**src/rtl/exec_step_controller.sv**
```systemverilog
// Step/run/breakpoint controller for the single-cycle core: turns debounced button pulses into a
// one-cycle registered exec enable, and also owns the data-memory browse pointer and issue counter.
module exec_step_controller #(
  parameter int ADDR_W      = 5,
  parameter int DM_ADDR_W   = 4,
  parameter int RATE_DIV    = 25000000,
  parameter int BROWSE_WRAP = 1,
  parameter int CNT_W       = 16
) (
  input  logic                 clk,
  input  logic                 reset,
  input  logic                 step_pulse,
  input  logic                 run_pulse,
  input  logic                 inc_pulse,
  input  logic                 dec_pulse,
  input  logic                 bp_enable,
  input  logic [ADDR_W-1:0]    bp_addr,
  input  logic [ADDR_W-1:0]    curr_inst_addr,
  input  logic                 halt,
  output logic                 exec_en,
  output logic [DM_ADDR_W-1:0] browse_addr,
  output logic [1:0]           state,
  output logic [CNT_W-1:0]     step_count
);

  localparam logic [1:0] S_IDLE   = 2'd0;
  localparam logic [1:0] S_RUN    = 2'd1;
  localparam logic [1:0] S_BREAK  = 2'd2;
  localparam logic [1:0] S_HALTED = 2'd3;

  localparam int DIV_W = $clog2(RATE_DIV);
  localparam logic [DIV_W-1:0]     DIV_LAST = DIV_W'(RATE_DIV - 1);
  localparam logic [DM_ADDR_W-1:0] BR_MAX   = '1;
  localparam logic [CNT_W-1:0]     CNT_MAX  = '1;

  logic [1:0]           state_n;
  logic [DIV_W-1:0]     div_q;
  logic [DIV_W-1:0]     div_n;
  logic                 skip_q;
  logic                 skip_n;
  logic                 issue;
  logic                 bp_hit;
  logic [DM_ADDR_W-1:0] browse_n;

  assign bp_hit = bp_enable && (curr_inst_addr == bp_addr);

  // The divider only advances in RUN; every other path leaves it cleared.
  always_comb begin
    state_n = state;
    div_n   = '0;
    skip_n  = skip_q;
    issue   = 1'b0;
    case (state)
      S_IDLE: begin
        if (run_pulse) begin
          state_n = S_RUN;
          skip_n  = 1'b1;
        end else if (step_pulse) begin
          issue = 1'b1;
        end
      end
      S_RUN: begin
        if (run_pulse) begin
          state_n = S_IDLE;
        end else if (div_q == DIV_LAST) begin
          if (bp_hit && !skip_q) begin
            state_n = S_BREAK;
          end else begin
            issue  = 1'b1;
            skip_n = 1'b0;
          end
        end else begin
          div_n = div_q + 1'b1;
        end
      end
      S_BREAK: begin
        if (run_pulse) begin
          state_n = S_RUN;
          skip_n  = 1'b1;
        end else if (step_pulse) begin
          issue   = 1'b1;
          state_n = S_IDLE;
        end
      end
      default: ;
    endcase
    if (halt) begin
      state_n = S_HALTED;
      issue   = 1'b0;
    end
    // A held step input would otherwise issue back-to-back; the core needs a gap.
    if (exec_en) begin
      issue = 1'b0;
    end
  end

  always_comb begin
    browse_n = browse_addr;
    if (inc_pulse && !dec_pulse) begin
      if (BROWSE_WRAP != 0 || browse_addr != BR_MAX) begin
        browse_n = browse_addr + 1'b1;
      end
    end else if (dec_pulse && !inc_pulse) begin
      if (BROWSE_WRAP != 0 || browse_addr != '0) begin
        browse_n = browse_addr - 1'b1;
      end
    end
  end

  always_ff @(posedge clk or posedge reset) begin
    if (reset) begin
      state       <= S_IDLE;
      div_q       <= '0;
      skip_q      <= 1'b0;
      exec_en     <= 1'b0;
      browse_addr <= '0;
      step_count  <= '0;
    end else begin
      state       <= state_n;
      div_q       <= div_n;
      skip_q      <= skip_n;
      exec_en     <= issue;
      browse_addr <= browse_n;
      if (exec_en && step_count != CNT_MAX) begin
        step_count <= step_count + 1'b1;
      end
    end
  end

endmodule

```
**config.mk**
```make
export PLATFORM = sky130hd
export DESIGN_NAME = exec_step_controller
export DESIGN_NICKNAME = d
export VERILOG_FILES = /design/src/rtl/exec_step_controller.sv
export SDC_FILE = /design/constraint.sdc
export NUM_CORES = 1
export LEC_CHECK = 0
export BUFFER_PORTS_ARGS = -buffer_cell sky130_fd_sc_hd__buf_2
export CORE_MARGIN = 5
export CORE_UTILIZATION = 25
export CTS_BUF_LIST = sky130_fd_sc_hd__clkbuf_4
export DETAILED_ROUTE_END_ITERATION = 16
export SYNTH_ARGS = -nofsm -noshare
export SYNTH_HDL_FRONTEND = slang
export SYNTH_SLANG_ARGS = --single-unit
```
**constraint.sdc**
```tcl
create_clock -name clk -period 2.3 [get_ports clk]
set_input_delay 0.23 -clock clk [delete_from_list [all_inputs] [get_ports clk]]
set_output_delay 0.23 -clock clk [all_outputs]
set_load 0.02 [all_outputs]
```
### After elaboration in Yosys (flattened, before gate mapping)

Cells that the tools add are included.

* input bits: 18
* memory bits (writable): 0
* flip-flop bits (word level): 49
* bits in latches: 0
* memories kept: 0
* ROM bits: 0

* magnitude comparators: 0
* multipliers: 0
* shift operators: 0
* muxes and demuxes: 26
* bitwise gates (word level): 0
* reductions and logical operators: 15
* equality and inequality tests: 13
* div/mod/pow operators: 0
* add/subtract/negate cells: 4

Operators with widths (count)
* two-way mux 25 bit: 3
* adder 25 x 1 -> 25 bit (second input constant): 1
* == test 25 bit (second input constant): 1
* adder 16 x 1 -> 16 bit (second input constant): 1
* inequality test 16 bit (second input constant): 1
* two-way mux 2 bit: 7
* inequality test 4 bit (second input constant): 3
* two-way mux 1 bit: 11
* AND reduction 5 bit: 2
* two-way mux 4 bit: 2
* inequality test 2 bit (second input constant): 3
* case mux 2 bit (3 select lines): 1
* == test 5 bit: 1
* logical AND 1 bit: 5
* adder 4 x 1 -> 4 bit (second input constant): 1
* case mux 1 bit (2 select lines): 2
* nonzero test 2 bit: 2
* nonzero test 4 bit: 1
* subtractor 4 x 1 -> 4 bit (second input constant): 1
* zero test 1 bit: 3
* inequality test 3 bit (second input constant): 1
* == test 2 x 1 -> 1 bit (second input constant): 1
* == test 2 bit (second input constant): 1
* zero test 2 bit: 1
* other kinds (2): 2

### Logic depth before layout (Yosys ltp)

* depth after elaboration: 9
* gate-level depth with buffers: 9
* mapped depth without buffers: 9

### Worst setup path before layout

Ideal clock, no wire load.

* path type: reg-to-reg
* start: register step_count[0]
* end: register step_count[1]
* stages on the path, launching flop included: 6
* setup slack: 376 ps
* required time: 2175 ps
* arrival: 1799 ps
* path buffers: 0
* period minus slack after synthesis: 1924 ps
* cell sequence: dfrtp_1 -> ha_1 -> and3_1 -> and3_1 -> a21boi_0 -> mux2_2

* longest elaborated chain between the ends: 2

Ends and longest elaborated chain
* start, declared: RTL line 23 `output logic [CNT_W-1:0] step_count`
* start signal, assigned: RTL line 125 `step_count <= step_count + 1'b1;`
* parallel branches: the longest is 2 deep, another holds adder 16 x 1 -> 16 bit

Parallel ways; which one is timed is not known.
A chain may end at the register's enable or synchronous reset.

### Final worst setup path

* start: register div_q[15]
* end: register div_q[16]

* longest elaborated chain between the ends: 4

Ends and longest elaborated chain
* start, declared: RTL line 37 `logic [DIV_W-1:0] div_q;`
* start signal, assigned: RTL line 120 `div_q <= div_n;`
* adder 25 x 1 -> 25 bit / == test 25 bit (equally long branches): RTL line 73, 65
* two-way mux 25 bit *: RTL line 65 `end else if (div_q == DIV_LAST) begin`
* two-way mux 25 bit *: RTL line 63 `if (run_pulse) begin`
* two-way mux 25 bit *: RTL line 53 `case (state)`
* named net div_n[16]: RTL line 38 `logic [DIV_W-1:0] div_n;`

Mark *: on every way through the listed nets, which the timed path passes. The rest lies on a longest branch.

==> flow_summary.yaml <==
worst_setup_path:
  critPathLaunchType: "flip-flop"
  cp-end-kind: "flip-flop"
  path_cells: "nor4b_2, nand4b_1, or4b_1, nand2b_1, buf_12, nor2_1"
  worstPathMaxFanout: 25
  critPathMaxStageDelay_ns: 0.60
  critPathKind: "reg2reg"
  required_ns: 2.55
  crit_slowest_cell: "or4b_1"
  startpoint: "div_q[15]$_DFF_PP0_"
  path_buf_inv: 1
  crit_family: "simple AND/OR/NAND/NOR gates"
  worstPathArrival_ns: 2.27
  r2r_start: "div_q[15]$_DFF_PP0_"
cells_and_area:
  instances_no_fill: 438
  seqCellArea_um2: 1230
  fill_cells: 1086
  multiInputGateArea_um2: 1350
  antenna_cells: 0
  area_growth_pct: 16.2
  nets: 329
  drive_gt1_frac: 0.202
timing:
  fmax_ghz: 0.495
  hold_viol_final: 0
  setup_slack_ns: 0.279
  finalCritPeriodShare: 0.879
  holdWs_ns: 0.00361
  setup_viol: 0
  rsz0062_at_grt: "no"
  skew_ns: 0.0170
  min_period_ns: 2.02
  fin_tns_setup_ns: 0
  slew_headroom: 0.578
  drv_slew: 0
  tightest_slew_ns: 0.633
die:
  ioPinCount: 41
  start_util: 0.255
  rows: 37
  die_w_um: 113
  core_area_um2: 10300
  die_area_um2: 12700
  die_h_um: 113
drt:
  via_per_inst: 4.48
  wl_per_cell_um: 11.6
  first_pass_iters: 4
  drt-total-wl_mm: 5.07
  ant_nets: 0
  route.detailed.drc: 0
  drt_iter0_drc: 150
  num_vias: 1961
clock_tree:
  clk_pin_slew_ns: 0.14
  cts-root-buf: "clkbuf_4"
  cts_tree: "done"
  h-tree-depth: 2
  cts_buffer_depth: 2
  cts_setup_buffers: 0
  clk_latency_ns: 0.36
  cts_buffers: 5
  cts_sinks: 49
  ctsHoldBuffers: 0
  cts_resized: 0
synthesis:
  yosysTopAreaCell: "dfrtp_1"
  ys_seq_area_frac: 0.466
  syn_inst: 255
  synth_top_area_frac: 0.466
  ys_warn_count: 0
  synth_edf_count: 0
  ys_dominant_reg_cell: "dfrtp_1"
  syn-num-nets: 283
  synth_area_per_cell_um2: 10.3
  ys_seq_elements: 49
  yosys.cell_types.count: 41
  synthArstFlopShare: 1.00
  netlist_area_um2: 2630
  synthTopCellsByArea: "dfrtp_1 (47%), xnor2_1 (9.3%), xor2_1 (6.3%)"
place:
  placed_cells: 430
  pre_cts_slack_ns: 0.297
  portBuffers: 40
  hpwl_mm: 3.69
  gp_congestion: 0.783
outcome:
  run_status: "completed"
power:
  power_uw: 1810
  power.density_nw_per_um2: 590
  p_leak_uw: 0.00134
  vdd_drop_max_v: 0.000212
global_routing:
  grt_pass1_vias: 2004
  grt_antenna_before_repair: 0
  grt_max_degree: 50
  grt_usage: 0.0821
  overflow: 0
  grt_pass1_wl_mm: 8.89
run:
  drv_cap: 0
worst_hold_path:
  worstHoldPathType: "in2async"
## sequential cells by signal, indices dropped and copies added (netlist names)
name and cells:
browse_addr 4, div_q 25, exec_en 1, skip_q 1, state 2, step_count 16
## report_power, final
| part | internal, uW | switching (uW) |
|---|---|---|
| combinational | 183 | 234 |
| sequential | 919 | 61.2 |
| clock | 135 | 275 |
## per-layer routing
layer / up-vias / part of all wire / global-route usage
li1: 972 / - / -
met1: 962 / 0.48 / 0.102
met2: 25 / 0.47 / 0.140
met3: 2 / 0.047 / 0.0259
met4: 0 / 0.0034 / 0.0184
met5: - / 0 / 0
## placed cells by master, fill, tap and decap left out, drive strengths merged, types with 6 or more instances in the layout
master / instances
nand4: 10
nor2: 29
nor3: 6
dfrtp: 49
xnor2: 28
nand2: 19
clkbuf: 6
ha: 9
xor2: 19
inv: 7
nand3: 20
buf: 43
## metrics by stage
step / utilization / cell area [um2]
floorplan: - / 2630
finish: 0.296 / 3060
CTS: 0.296 / 3060
global route: 0.296 / 3060
global placement: 0.291 / 3000
detailed placement: 0.291 / 3000
## path summary, 6_finish.rpt
check                                             end  slack [ns]  depth (start not counted)
setup / recovery                  div_q[16]$_DFF_PP0_        0.28                          6
hold / removal             step_count[14]$_DFFE_PP0P_       0.004                          3
setup reg to reg                  div_q[16]$_DFF_PP0_        0.28                          6
hold reg to reg            browse_addr[3]$_DFFE_PP0P_        0.48                          1
max in group asynchronous         div_q[11]$_DFF_PP0_        1.86                          3
min in group clk                 state[1]$_DFFE_PP0P_        0.13                          2
## area by class of cell
class,instances,share of cell area
multi-input combinational,196,0.440
clock buffer,6,0.0147
inverter,6,0.00736
clock inverter,2,0.00450
sequential,49,0.401
timing repair buffer,43,0.0769
tap,136,0.0556
## cell families (layout without fill, tap and decap cells)
group	Yosys count	after routing	synth area share
muxes	3	3	0.0124
buffers and inverters	10	57	0.0228
AOI/OAI and AO/OA	15	15	0.0342
adders and majority gates	10	10	0.0504
and+or+nand+nor	121	121	0.258
DFF	49	49	0.466
xor gates and xnor gates	47	47	0.156
## Yosys cell counts (2+ instances only)
master / n
dfrtp_1: 49
nor2_1: 29
xnor2_1: 28
nand3_1: 20
nand2_1: 19
xor2_1: 19
ha_1: 9
nand4_1: 9
inv_1: 6
nor3_1: 6
a21oi_1: 5
and4_1: 5
and3_1: 4
nor2b_1: 4
buf_6: 3
nand2b_1: 3
nor3b_1: 3
nor4_1: 3
o21ai_0: 3
a21o_1: 2
and2_1: 2
mux2_2: 2
nand3b_1: 2
nand4b_1: 2
or2_2: 2
## tightest hold or removal path, cell delays in order
cell and delay (ns):
buf_2 0.10, inv_2 0.03, buf_4 0.50
No activity file was read; power rests on OpenSTA's default activity.
